**src/rtl/prim_ram_1p_arb_pkg.sv**
```systemverilog
// prim_ram_1p_arb_pkg
//   Shared constants and helpers for the single-port RAM arbiter.
//   - RerrW : width of the RAM error report {uncorrectable, correctable}
//   - vbits : bits needed to hold an index in 0..value-1 (at least 1)
package prim_ram_1p_arb_pkg;

   localparam int unsigned RerrW = 2;

   function automatic int unsigned vbits(input int unsigned value);
      return (value <= 1) ? 1 : $clog2(value);
   endfunction

endpackage

```
**src/rtl/prim_ram_1p_arb_rr.sv**
```systemverilog
// prim_ram_1p_arb_rr
//   Purely combinational round-robin picker.
//   Ports:
//     req  in  NumReq  request vector
//     prio in  IdW     index that gets first pick this cycle
//     gnt  out NumReq  one-hot grant (all zero without any request)
//     id   out IdW     index of the granted requester (0 without grant)
module prim_ram_1p_arb_rr
   import prim_ram_1p_arb_pkg::*;
#(
   parameter int unsigned NumReq = 2
) (
   input  logic [NumReq-1:0]        req,
   input  logic [vbits(NumReq)-1:0] prio,
   output logic [NumReq-1:0]        gnt,
   output logic [vbits(NumReq)-1:0] id
);

   localparam int unsigned IdW = vbits(NumReq);

   logic           found;
   logic [IdW:0]   sum;
   logic [IdW-1:0] idx;

   // Walk upward from prio with wrap-around; the first requester seen wins.
   // The sum carries one extra bit so the wrap compare cannot overflow.
   always_comb begin
      gnt   = '0;
      id    = '0;
      found = 1'b0;
      sum   = '0;
      idx   = '0;
      for (int k = 0; k < int'(NumReq); k++) begin
         sum = {1'b0, prio} + (IdW+1)'(k);
         if (sum >= (IdW+1)'(NumReq)) begin
            sum = sum - (IdW+1)'(NumReq);
         end
         idx = sum[IdW-1:0];
         if (!found && req[idx]) begin
            found    = 1'b1;
            gnt[idx] = 1'b1;
            id       = idx;
         end
      end
   end

endmodule

```
**src/rtl/prim_ram_1p_arb.sv**
```systemverilog
// prim_ram_1p_arb
//   Round-robin arbiter sharing one single-port RAM wrapper between NumReq
//   requesters. One access per cycle; reads are tracked in an ID pipeline
//   matched to the RAM read latency so each response returns to its issuer.
//   Ports:
//     clk_i, rst_ni                 clock, asynchronous active-low reset
//     req_i/gnt_o                   per-requester request and same-cycle grant
//     write_i/addr_i/wdata_i/wmask_i per-requester access fields
//     rvalid_o/rdata_o/rerror_o     per-requester read response
//     rsp_err_o                     sticky: RAM rvalid disagreed with tracking
//     ram_*_o                       request side of the RAM wrapper
//     ram_rvalid_i/rdata_i/rerror_i response side of the RAM wrapper
//
// Handshake: an access is accepted in exactly the cycle where req_i[i] and
// gnt_o[i] are both high. A requester that is not granted keeps req_i high
// and its fields stable and retries. There is no backpressure on responses:
// rvalid_o[i] is a single-cycle strobe that must be consumed when seen.
module prim_ram_1p_arb
   import prim_ram_1p_arb_pkg::*;
#(
   parameter int unsigned NumReq      = 2,
   parameter int unsigned Aw          = 9,
   parameter int unsigned Width       = 32,
   parameter int unsigned RdLatency   = 1,
   parameter bit          CheckRspErr = 1'b1
) (
   input  logic                               clk_i,
   input  logic                               rst_ni,
   input  logic [NumReq-1:0]                  req_i,
   output logic [NumReq-1:0]                  gnt_o,
   input  logic [NumReq-1:0]                  write_i,
   input  logic [NumReq-1:0][Aw-1:0]          addr_i,
   input  logic [NumReq-1:0][Width-1:0]       wdata_i,
   input  logic [NumReq-1:0][Width-1:0]       wmask_i,
   output logic [NumReq-1:0]                  rvalid_o,
   output logic [NumReq-1:0][Width-1:0]       rdata_o,
   output logic [NumReq-1:0][RerrW-1:0]       rerror_o,
   output logic                               rsp_err_o,
   output logic                               ram_req_o,
   output logic                               ram_write_o,
   output logic [Aw-1:0]                      ram_addr_o,
   output logic [Width-1:0]                   ram_wdata_o,
   output logic [Width-1:0]                   ram_wmask_o,
   input  logic                               ram_rvalid_i,
   input  logic [Width-1:0]                   ram_rdata_i,
   input  logic [RerrW-1:0]                   ram_rerror_i
);

   localparam int unsigned IdW = vbits(NumReq);

   logic [IdW-1:0]                prio_q;
   logic [IdW-1:0]                gnt_id;
   logic                          gnt_any;
   logic [RdLatency-1:0]          pipe_valid_q;
   logic [RdLatency-1:0][IdW-1:0] pipe_id_q;
   logic                          tail_valid;
   logic [IdW-1:0]                tail_id;
   logic                          rsp_err_q;

   // ---------------------------------------------------------------------
   // Arbitration
   // ---------------------------------------------------------------------
   prim_ram_1p_arb_rr #(
      .NumReq (NumReq)
   ) u_rr (
      .req  (req_i),
      .prio (prio_q),
      .gnt  (gnt_o),
      .id   (gnt_id)
   );

   // Any request is always granted because the RAM never stalls.
   assign gnt_any   = |req_i;
   assign ram_req_o = gnt_any;

   always_comb begin
      ram_write_o = 1'b0;
      ram_addr_o  = '0;
      ram_wdata_o = '0;
      ram_wmask_o = '0;
      if (gnt_any) begin
         ram_write_o = write_i[gnt_id];
         ram_addr_o  = addr_i[gnt_id];
         ram_wdata_o = wdata_i[gnt_id];
         ram_wmask_o = wmask_i[gnt_id];
      end
   end

   // The winner moves to lowest priority; a lone requester still wins every
   // cycle because the search wraps back to it.
   always_ff @(posedge clk_i or negedge rst_ni) begin
      if (!rst_ni) begin
         prio_q <= '0;
      end else if (gnt_any) begin
         prio_q <= (gnt_id == IdW'(NumReq - 1)) ? '0 : gnt_id + 1'b1;
      end
   end

   // ---------------------------------------------------------------------
   // Read tracking: one stage per cycle of RAM read latency, so the tail
   // lines up with ram_rvalid_i. Writes enter as bubbles.
   // ---------------------------------------------------------------------
   always_ff @(posedge clk_i or negedge rst_ni) begin
      if (!rst_ni) begin
         pipe_valid_q <= '0;
         pipe_id_q    <= '0;
      end else begin
         pipe_valid_q[0] <= gnt_any & ~ram_write_o;
         pipe_id_q[0]    <= gnt_id;
         for (int i = 1; i < int'(RdLatency); i++) begin
            pipe_valid_q[i] <= pipe_valid_q[i-1];
            pipe_id_q[i]    <= pipe_id_q[i-1];
         end
      end
   end

   assign tail_valid = pipe_valid_q[RdLatency-1];
   assign tail_id    = pipe_id_q[RdLatency-1];

   // Responses are only forwarded when tracking and RAM agree; a lone
   // ram_rvalid_i or a missing one is reported instead of delivered.
   always_comb begin
      rvalid_o = '0;
      rdata_o  = '0;
      rerror_o = '0;
      if (tail_valid && ram_rvalid_i) begin
         rvalid_o[tail_id] = 1'b1;
         rdata_o[tail_id]  = ram_rdata_i;
         rerror_o[tail_id] = ram_rerror_i;
      end
   end

   always_ff @(posedge clk_i or negedge rst_ni) begin
      if (!rst_ni) begin
         rsp_err_q <= 1'b0;
      end else if (tail_valid != ram_rvalid_i) begin
         rsp_err_q <= 1'b1;
      end
   end

   assign rsp_err_o = rsp_err_q;

   // ---------------------------------------------------------------------
   // Assertions
   // ---------------------------------------------------------------------
   rd_latency_range_a: assert property (@(posedge clk_i)
      (RdLatency >= 1) && (RdLatency <= 3));

   gnt_onehot_a: assert property (@(posedge clk_i) disable iff (!rst_ni)
      $onehot0(gnt_o));

   gnt_has_req_a: assert property (@(posedge clk_i) disable iff (!rst_ni)
      (gnt_o & ~req_i) == '0);

   if (CheckRspErr) begin : g_rsp_err_chk
      rsp_err_never_a: assert property (@(posedge clk_i) disable iff (!rst_ni)
         !$rose(rsp_err_o));
   end

endmodule

```
**config.mk**
```make
export PLATFORM = sky130hd
export DESIGN_NAME = prim_ram_1p_arb
export DESIGN_NICKNAME = d
export VERILOG_FILES = /design/src/rtl/prim_ram_1p_arb_pkg.sv /design/src/rtl/prim_ram_1p_arb_rr.sv /design/src/rtl/prim_ram_1p_arb.sv
export SDC_FILE = /design/constraint.sdc
export NUM_CORES = 1
export LEC_CHECK = 0
export ABC_CLOCK_PERIOD_IN_PS = 1680
export BUFFER_PORTS_ARGS = -buffer_cell sky130_fd_sc_hd__clkbuf_2
export CAP_MARGIN = 30
export CELL_PAD_IN_SITES_DETAIL_PLACEMENT = 1
export CELL_PAD_IN_SITES_GLOBAL_PLACEMENT = 1
export CORE_AREA = 2 2 132 134
export DETAILED_ROUTE_END_ITERATION = 8
export DIE_AREA = 0 0 134 136
export HOLD_SLACK_MARGIN = 0.02
export PLACE_DENSITY = 0.68
export SLEW_MARGIN = 20
export SYNTH_ARGS = -nofsm -noshare
export SYNTH_HDL_FRONTEND = slang
export SYNTH_SLANG_ARGS = --single-unit
```
**constraint.sdc**
```tcl
create_clock -name clk_i -period 1.68 [get_ports clk_i]
set_input_delay 0.084 -clock clk_i [delete_from_list [all_inputs] [get_ports clk_i]]
set_output_delay 0.084 -clock clk_i [all_outputs]
set_load 0.005 [all_outputs]
```
==> results of run 1 <==
[registers in the layout, summed over array words and instances (netlist names)]
| name | flops |
|---|---|
| rsp_err_o | 1 |
| pipe_id_q | 1 |
| prio_q | 1 |
| pipe_valid_q | 1 |
[cell usage in the layout (no fill, tap or decap), drive strengths merged]
cell type    netlist  routed
buf               21       9
a21oi              1       1
dfrtp              4       4
nand2              1       1
clkbuf            14     337
inv                2       2
and2              36      36
a32o              75      75
dlygate4sd3        0       1
nor2               2       2
a21boi             1       1
ha                 1       1
and3              34      34
and2b              1       1
nand2b             1       1
or2                2       2
[cell type report]
cell class	instances	area, sq um	share of cell area, %
Timing Repair Buffer	344	1800	51.0
Multi-Input combinational cell	155	1270	35.9
Tap cell	225	282	7.96
Sequential cell	4	100	2.83
Clock buffer	3	75.1	2.12
Inverter	2	7.51	0.212
[power by group]
group	internal (mW)	switching (mW)	total (mW)	leakage (nW)
Sequential	0.105	0.00678	0.112	0.0447
Clock	0.304	0.0690	0.373	0.0370
Combinational	0.522	0.459	0.981	2.02
Total	0.931	0.535	1.47	2.10
[stage by stage]
| step | hold WS (ns) | power [mW] | util, % |
|---|---|---|---|
| CTS | 0.170 | 1.49 | 20.9 |
| detailed placement | -0.0845 | 1.11 | 20.4 |
| global route | 0.181 | 1.58 | 21.0 |
| global placement | -0.0914 | 1.09 | 20.4 |
| floorplan | -0.212 | 0.568 | - |
| finish | 0.167 | 1.47 | 21.0 |
[tightest hold or removal path, cell delays in order]
cell	delay [ns]
clkbuf_2	0.09
inv_1	0.05
a32o_1	0.12
[worst max path at each step]
stage               startpoint               to  slack (ns)  depth (start not counted)
global placement        prio_q   ram_wdata_o[5]        0.33                          4
global route            prio_q  ram_wmask_o[30]        0.05                          4
detailed placement      prio_q   ram_wdata_o[5]        0.31                          4
finish                  prio_q  ram_wmask_o[23]        0.13                          4
CTS                     prio_q   ram_wdata_o[5]        0.07                          4
floorplan               prio_q  ram_wdata_o[14]        0.45                          5
[kinds of logic (layout without fill, tap and decap cells)]
family          count (synthesis)  in the layout
buf+inv                        37            349
simple gates                   77             77
fa+ha+maj                       1              1
compound gates                 77             77
flops                           4              4
[per-layer routing]
layer | wire, um | vias to the layer above | share of wire (%) | global-route usage (%)
met3 | 1200 | 4 | 11 | 3.58
met1 | 4330 | 1432 | 39 | 11.9
met2 | 5550 | 189 | 50 | 19.8
met4 | 32 | 0 | 0.29 | 1.00
li1 | - | 1440 | - | -
met5 | 0 | - | 0 | 0
[timing repair]
item                                   4_1_cts  5_1_grt
resized for setup                            0        1
hold buffers                                 1        0
endpoints found under the hold margin        4        0
setup endpoints to repair                    0        1
==> impl_metrics.csv, run 1 <==
group,metric,value,unit
outcome,status,"complete, no violations",
timing,tns,0,ns
synth,synth_fp_nets,384,
synth,synthXorXnorAreaFrac,0,%
power,power.density,414,mW/mm^2
timing,rsz0062_at_grt,"false",
global_routing,antenna_found_initial,0,
timing,worstMarginPinSlew,0.322,ns
synth,yosysUniqueCellTypes,18,
timing,fin_crit,1.55,ns
global_routing,first_global_vias,2848,
critical_path,crit_buf_inv,2,
synth,synth_seq_area_share,6.31,%
cells_and_area,fill_cells,2164,
clocking,clk_latency,0.23,ns
critical_path,cp_data_arrival_time,1.47,ns
placement,placed_area,0.00345,sq mm
synth,synth_common_cells,"a32o_1 (75), and2_1 (36), and3_1 (34)",
synth,ys_ff_latch,4,
global_routing,grt_use_total,10.5,%
cells_and_area,final_area,0.00354,sq mm
timing,slew_violations,0,
critical_path,worst_path_dominant_cell_family,"flip-flops",
detailed_routing,drtPass1Iterations,4,
detailed_routing,vias_per_cell,4.18,
clocking,cts-buffers-inserted,3,
critical_path,r2r_start,"prio_q",
cells_and_area,diodes,0,
synth,synth.most_common_cell,"a32o_1",
timing,fin_skew,0.00386,ns
floorplan,die_x,134,um
clocking,cts_setup_buffers,0,
placement,portBuffers,334,
global_routing,grt_pass1_wl,15.3,mm
synth,synth_cells,196,
cells_and_area,final_cells,733,
critical_path,r2r_cells,3,
critical_path,cp_max_fo,44,
synth,synth_compound_area_share,48.3,%
detailed_routing,antenna_left,0,
critical_path,ff2ff_setup_slack,0.61,ns
synth,yosys-top-cells-area,"a32o_1 (47%), and2_1 (14%), and3_1 (13%), buf_6 (6.4%), dfrtp_1 (6.3%)",
floorplan,rows,48,
critical_path,end_kind,"output pin",
synth,synth-simple-area-share,30.4,%
global_routing,grt_max_degree,50,
timing,final-hold-violation-count,0,
clocking,cts.sinks,4,
synth,synth_top_family_by_area,"compound AO/OA/AOI/OAI gates",
detailed_routing,totalWireLength,11.1,mm
synth,synth_top_area_share,47.3,%
timing,maxSlewHeadroom,78.6,%
placement,gp_routability_congestion,0.753,
critical_path,max_stage_delay,0.42,ns
critical_path,timing.rr.end,"pipe_valid_q",
min_path,min_path_cells,3,
synth,avgSynthCellArea,8.09,sq um
floorplan,pin_count,335,
timing,post-route-period-util,92.5,%
clocking,cts_tree,"yes",
critical_path,critical_path.cell_chain,"nand2b_4 -> buf_12 -> a32o_1 -> clkbuf_2",
synth,syn_area,0.00159,sq mm
run,drv_cap,0,
synth,muxShareOfSynthArea,0,%
placement,pre_cts_slack,0.311,ns
floorplan,dieArea,0.0182,sq mm
min_path,hp-class,"primary input to flop",
power,ir_drop,0.235,mV
clocking,cts_buffer_depth,2,
placement,post-dp-hpwl,9.27,mm
global_routing,grt_overflow,0,
timing,final-setup-viol-count,0,
synth,synth-adder-area-share,0.789,%
synth,synth_edf_count,0,
cells_and_area,area_growth,123,%
detailed_routing,drcViolationCount,0,
timing,setup_ws,0.127,ns
cells_and_area,drive_gt1_share,68.7,%
floorplan,die_y,136,um
synth,yosys.area.top_type,"a32o_1",
clocking,cts.clk_slew.worst_paths,0.03,ns
power,power.leakage,2.10,nW
placement,placedCellCount,729,
floorplan,core,0.0169,sq mm
critical_path,path_class,"flop to output pin",
detailed_routing,vias,3065,
detailed_routing,drtIter0Drc,98,
detailed_routing,drt-wirelength-per-cell,15.2,um
synth,yosys_warnings,0,
synth,synthArstFlopShare,100,%
min_path,min_to,"pipe_valid_q",
clocking,cts_max_level,1,
critical_path,crit_path_start_kind,"flop",
critical_path,critPathSlowestCell,"dfrtp_1",
synth,synth_ff_type,"dfrtp_1",
min_path,min-delay-start,"write_i[0]",
critical_path,cp.required,1.60,ns
cells_and_area,nNetsFinal,698,
floorplan,initial_core_util,9.40,%
timing,max_freq,0.644,GHz
clocking,clock-root-buffer,"clkbuf_16",
Power figures use the tool's default switching activity.
==> run 2: changes to the inputs <==
--- a/config.mk
+++ b/config.mk
@@ -10,12 +10,14 @@
 export CAP_MARGIN = 30
 export CELL_PAD_IN_SITES_DETAIL_PLACEMENT = 1
 export CELL_PAD_IN_SITES_GLOBAL_PLACEMENT = 1
-export CORE_AREA = 2 2 132 134
+export CORE_AREA = 2 2 129 131
 export DETAILED_ROUTE_END_ITERATION = 8
-export DIE_AREA = 0 0 134 136
+export DIE_AREA = 0 0 131 133
 export HOLD_SLACK_MARGIN = 0.02
-export PLACE_DENSITY = 0.68
+export PLACE_DENSITY = 0.72
+export SKIP_CTS_REPAIR_TIMING = 1
 export SLEW_MARGIN = 20
 export SYNTH_ARGS = -nofsm -noshare
 export SYNTH_HDL_FRONTEND = slang
+export SYNTH_HIERARCHICAL = 1
 export SYNTH_SLANG_ARGS = --single-unit
==> impl_metrics.csv, run 2 <==
group,metric,value,unit
placement,placedCellCount,801,
timing,final-hold-violation-count,0,
outcome,violations,"negative setup slack",
detailed_routing,drtPass1Iterations,4,
global_routing,grt_max_degree,65,
cells_and_area,final_cells,815,
synth,syn_area,0.00188,sq mm
floorplan,dieArea,0.0174,sq mm
detailed_routing,vias,3169,
floorplan,core,0.0162,sq mm
timing,rsz0062_at_grt,"true",
clocking,cts-buffers-inserted,3,
power,power.density,374,mW/mm^2
critical_path,path_class,"flop to output pin",
clocking,cts_tree,"yes",
critical_path,critical_path.cell_chain,"inv_2 -> a21boi_4 -> buf_12 -> buf_8 -> mux2i_4 -> nor2_1 -> clkbuf_2",
critical_path,r2r_cells,6,
cells_and_area,diodes,0,
clocking,cts.sinks,4,
critical_path,crit_cells,7,
synth,yosys_warnings,6,
cells_and_area,final_common_cell,"clkbuf_2",
synth,synth_ff_type,"dfrtp_1",
detailed_routing,antenna_left,0,
detailed_routing,vias_per_cell,3.89,
synth,yosysUniqueCellTypes,20,
synth,synth_cells,260,
cells_and_area,nNetsFinal,786,
clocking,cts_max_level,1,
detailed_routing,totalWireLength,10.7,mm
synth,synth_fp_nets,449,
cells_and_area,fin_util,25.3,%
synth,avgSynthCellArea,7.21,sq um
critical_path,cp_max_fo,8,
critical_path,max_stage_delay,0.35,ns
global_routing,grt_overflow,0,
clocking,clk_latency,0.22,ns
placement,gp_routability_congestion,0.737,
synth,synth.most_common_cell,"nor2_1",
floorplan,rows,47,
critical_path,critPathSlowestCell,"dfrtp_1",
detailed_routing,drtIter0Drc,70,
placement,post-dp-hpwl,8.87,mm
cells_and_area,area_growth,118,%
timing,slew_violations,0,
critical_path,crit_end,"ram_wdata_o[20]",
synth,yosys-top-cells-area,"mux2i_1 (39%), nor2_1 (15%), and2_1 (12%), and3_1 (11%), buf_12 (6.4%)",
synth,synthArstFlopShare,100,%
critical_path,crit_start,"prio_q",
synth,synth_top_area_share,39.5,%
synth,ys_ff_latch,4,
timing,max_freq,0.582,GHz
floorplan,die_y,133,um
synth,yosys.area.top_type,"mux2i_1",
global_routing,antenna_found_initial,0,
cells_and_area,fill_cells,2098,
timing,fin_skew,0.000925,ns
critical_path,worst_path_dominant_cell_family,"buffers and inverters",
power,ir_drop,0.379,mV
timing,fin_crit,1.72,ns
floorplan,pin_count,335,
synth,synth_seq_area_share,5.34,%
cells_and_area,drive_gt1_share,62.7,%
timing,worstMarginPinSlew,0.286,ns
global_routing,grt_pass1_wl,14.4,mm
timing,post-route-period-util,102,%
global_routing,first_global_vias,2983,
detailed_routing,drcViolationCount,0,
global_routing,grt_use_total,10.1,%
clocking,cts.clk_slew.worst_paths,0.03,ns
cells_and_area,mostFrequentLayoutCells,"clkbuf_2 (331), nor2_1 (74), mux2i_1 (69)",
synth,synth_common_cells,"nor2_1 (75), mux2i_1 (74), and2_1 (36)",
clocking,clock-root-buffer,"clkbuf_16",
run,drv_cap,0,
critical_path,cp_data_arrival_time,1.63,ns
floorplan,die_x,131,um
min_path,hp-class,"primary input to flop",
detailed_routing,drt-wirelength-per-cell,13.1,um
critical_path,ff2ff_setup_slack,0.27,ns
power,power.leakage,2.58,nW
critical_path,r2r_start,"prio_q",
synth,synth_edf_count,0,
critical_path,end_kind,"output pin",
critical_path,cp.required,1.60,ns
timing,setup_ws,-0.0369,ns
floorplan,initial_core_util,11.6,%
outcome,status,"complete, but fails checks",
critical_path,crit_buf_inv,4,
timing,final-setup-viol-count,21,
critical_path,crit_path_start_kind,"flop",
placement,portBuffers,334,
critical_path,timing.rr.end,"pipe_valid_q",
clocking,cts_buffer_depth,2,
timing,maxSlewHeadroom,80.9,%
-- run 2: tightest hold or removal path, stage by stage --
cell and delay, ns:
clkbuf_2 0.11, ha_1 0.12, or2_2 0.09
-- run 2: final cells by class --
class / instances / area [sq um] / area share, %
Clock buffer: 3 / 75.1 / 1.83
Tap cell: 220 / 275 / 6.72
Sequential cell: 4 / 100 / 2.44
Inverter: 2 / 7.51 / 0.183
Multi-Input combinational cell: 228 / 1590 / 38.8
Timing Repair Buffer: 358 / 2050 / 50.0
-- run 2: report_power, final --
part / total (mW) / switching (mW) / internal [mW]
clock network: 0.368 / 0.0642 / 0.304
registers: 0.109 / 0.00565 / 0.104
logic: 1.05 / 0.467 / 0.587
total: 1.53 / 0.537 / 0.995
-- run 2: worst min path at each step --
stage	slack (ns)	startpoint	cells past startpoint	to
2_1_floorplan	-0.21	rst_ni	0	pipe_id_q
3_3_place_gp	-0.09	rst_ni	1	rsp_err_o
3_5_place_dp	-0.09	rst_ni	1	rsp_err_o
4_1_cts	-0.32	rst_ni	1	pipe_valid_q
5_1_grt	0.24	rst_ni	2	rsp_err_o
6_report	0.22	ram_rvalid_i	3	rsp_err_o
-- run 2: metrics by stage --
stage	area, sq um	TNS [ns]	hold WS, ns	power [mW]	worst slack, ns
detailed placement	3770	0	-0.0907	1.08	0.123
global route	4100	-5.44	0.242	1.66	-0.127
CTS	3850	-2.82	-0.322	1.45	-0.116
global placement	3770	0	-0.0909	1.05	0.153
floorplan	1880	0	-0.212	0.568	0.378
finish	4100	-0.329	0.223	1.53	-0.0369
-- run 2: kinds of logic (layout without fill, tap and decap cells) --
kind of cell	count (synthesis)	in the layout	synth area share, %
buffers and inverters	28	363	12.5
multiplexers	74	74	39.5
AO/OA/AOI/OAI	4	4	1.67
flip-flops	4	4	5.34
adder cells (fa/ha/maj)	2	2	1.33
AND/OR/NAND/NOR	148	148	39.7
-- run 2: per-layer routing --
layer	global-route usage, %	wire length [um]	up-vias
li1	-	-	1542
met1	10.4	3860	1441
met2	20.5	5840	174
met3	2.06	865	12
met4	1.60	125	0
met5	0	0	-
==> run 3: changes to the inputs <==
--- a/config.mk
+++ b/config.mk
@@ -10,14 +10,13 @@
 export CAP_MARGIN = 30
 export CELL_PAD_IN_SITES_DETAIL_PLACEMENT = 1
 export CELL_PAD_IN_SITES_GLOBAL_PLACEMENT = 1
-export CORE_AREA = 2 2 129 131
+export CORE_AREA = 5 5 127 129
 export DETAILED_ROUTE_END_ITERATION = 8
-export DIE_AREA = 0 0 131 133
+export DIE_AREA = 0 0 132 134
 export HOLD_SLACK_MARGIN = 0.02
-export PLACE_DENSITY = 0.72
+export PLACE_DENSITY = 0.74
 export SKIP_CTS_REPAIR_TIMING = 1
 export SLEW_MARGIN = 20
 export SYNTH_ARGS = -nofsm -noshare
 export SYNTH_HDL_FRONTEND = slang
-export SYNTH_HIERARCHICAL = 1
 export SYNTH_SLANG_ARGS = --single-unit
==> impl_metrics.csv, run 3 (synthesis results as in run 1) <==
group,metric,value,unit
power,pwr-share-comb,67.9,%
detailed_routing,drtPass1Iterations,6,
run,drv_cap,0,
cells_and_area,final_cells,699,
clocking,cts.clk_slew.worst_paths,0.03,ns
timing,final-hold-violation-count,0,
power,p_clk_share,24.5,%
floorplan,pin_count,335,
clocking,cts_buffer_depth,2,
clocking,cts-buffers-inserted,3,
detailed_routing,vias_per_cell,4.43,
clocking,clk_latency,0.22,ns
power,seq_power_share,7.6,%
placement,portBuffers,334,
global_routing,grt_max_degree,77,
critical_path,max_stage_delay,0.43,ns
timing,slew_violations,0,
cells_and_area,mostFrequentLayoutCells,"clkbuf_2 (334), a32o_1 (75), and2_1 (36)",
global_routing,grt_use_total,11.5,%
timing,worstMarginPinSlew,0.460,ns
critical_path,crit_buf_inv,2,
cells_and_area,nNetsFinal,701,
detailed_routing,vias,3096,
timing,rsz0062_at_grt,"false",
power,power.leakage,2.12,nW
floorplan,rows,45,
power,p_total,1.50,mW
critical_path,worst_path_dominant_cell_family,"flip-flops",
placement,gp_routability_congestion,0.779,
global_routing,antenna_found_initial,0,
clocking,clock-root-buffer,"clkbuf_16",
power,ir_drop,0.201,mV
cells_and_area,final_common_cell,"clkbuf_2",
timing,post-route-period-util,96.7,%
cells_and_area,area_growth,122,%
cells_and_area,fill_cells,1922,
power,p_sw,0.550,mW
critical_path,path_class,"flop to output pin",
placement,placedCellCount,692,
global_routing,first_global_vias,3243,
detailed_routing,drt-wirelength-per-cell,17.4,um
detailed_routing,drtIter0Drc,138,
clocking,cts_tree,"yes",
timing,max_freq,0.616,GHz
critical_path,end_kind,"output pin",
power,power.density,424,mW/mm^2
outcome,status,"complete, no violations",
floorplan,dieArea,0.0177,sq mm
cells_and_area,drive_gt1_share,69.3,%
floorplan,initial_core_util,10.6,%
timing,fin_skew,0.00193,ns
clocking,cts_max_level,1,
clocking,cts.sinks,4,
power,p_int,0.947,mW
critical_path,cp_data_arrival_time,1.54,ns
detailed_routing,drcViolationCount,0,
floorplan,core,0.0149,sq mm
critical_path,crit_path_start_kind,"flop",
power,sw_frac_of_total,36.8,%
critical_path,critPathSlowestCell,"dfrtp_2",
detailed_routing,totalWireLength,12.1,mm
min_path,hp-class,"primary input to flop",
critical_path,critical_path.cell_chain,"nand2b_4 -> buf_12 -> a32o_1 -> clkbuf_2",
critical_path,cp_max_fo,29,
placement,post-dp-hpwl,10.2,mm
floorplan,die_y,134,um
timing,maxSlewHeadroom,69.4,%
cells_and_area,diodes,0,
detailed_routing,antenna_left,0,
critical_path,cp.required,1.60,ns
timing,final-setup-viol-count,0,
timing,fin_crit,1.62,ns
floorplan,die_x,132,um
global_routing,grt_pass1_wl,17.2,mm
global_routing,grt_overflow,0,
-- run 3: cell types whose count changed in the layout (fill, tap and decap cells not counted), moves of 3 or more --
cell,change
mux2i_1,-69
nor2_1,-72
buf_2,-3
mux2i_2,-4
clkbuf_2,+3
clkbuf_16,-4
buf_8,-3
a32o_1,+75
-- run 3: cell type report --
class / instances / area [sq um] / share of cell area (%)
multi-input cells: 155 / 1270 / 36.0
flip-flops and latches: 4 / 101 / 2.87
inverters: 2 / 7.51 / 0.213
clock buffers: 3 / 75.1 / 2.13
repair buffers: 347 / 1840 / 52.1
well taps: 188 / 235 / 6.66
-- run 3: per-stage QoR --
| stage | utilization, % | setup WS (ns) | area, sq um | hold slack, ns | TNS (ns) |
|---|---|---|---|---|---|
| final | 23.7 | 0.0555 | 3530 | 0.166 | 0 |
| after global routing | 23.7 | 0.00738 | 3530 | 0.187 | 0 |
| after CTS | 23.3 | -0.157 | 3480 | -0.339 | -4.71 |
| after detailed placement | 22.8 | 0.0847 | 3400 | -0.106 | 0 |
| after global placement | 22.8 | 0.178 | 3400 | -0.108 | 0 |
| after floorplan | - | 0.448 | 1590 | -0.212 | 0 |
-- run 3: worst min-delay path: cells and delay by family --
family	cells	cell delay, ns
compound gates	1	0.13
buf+inv	2	0.13
-- run 3: power groups by stage --
stage	Combinational, mW	Sequential, mW	Clock (mW)
floorplan	0.455	0.113	0
global placement	0.996	0.113	0
detailed placement	1.00	0.113	0
CTS	1.01	0.113	0.374
global route	1.12	0.115	0.378
finish	1.02	0.113	0.367
-- run 3: worst paths after layout --
path	slack, ns	endpoint	startpoint	depth (start not counted)
max reg2reg	0.49	pipe_valid_q	prio_q	3
max in group asynchronous	1.34	prio_q	rst_ni	2
min reg2reg	0.47	rsp_err_o	rsp_err_o	1
max	0.06	ram_wdata_o[26]	prio_q	4
min in group asynchronous	0.20	rsp_err_o	rst_ni	2
min	0.17	pipe_valid_q	write_i[0]	3
-- run 3: metal layers --
metal,global-route usage [%],part of all wire (%),vias up,wire (um)
li1,-,-,1449,-
met1,13.0,38,1433,4630
met2,21.6,50,208,6100
met3,3.90,11,6,1330
met4,1.54,0.74,0,90
met5,0,0,-,0
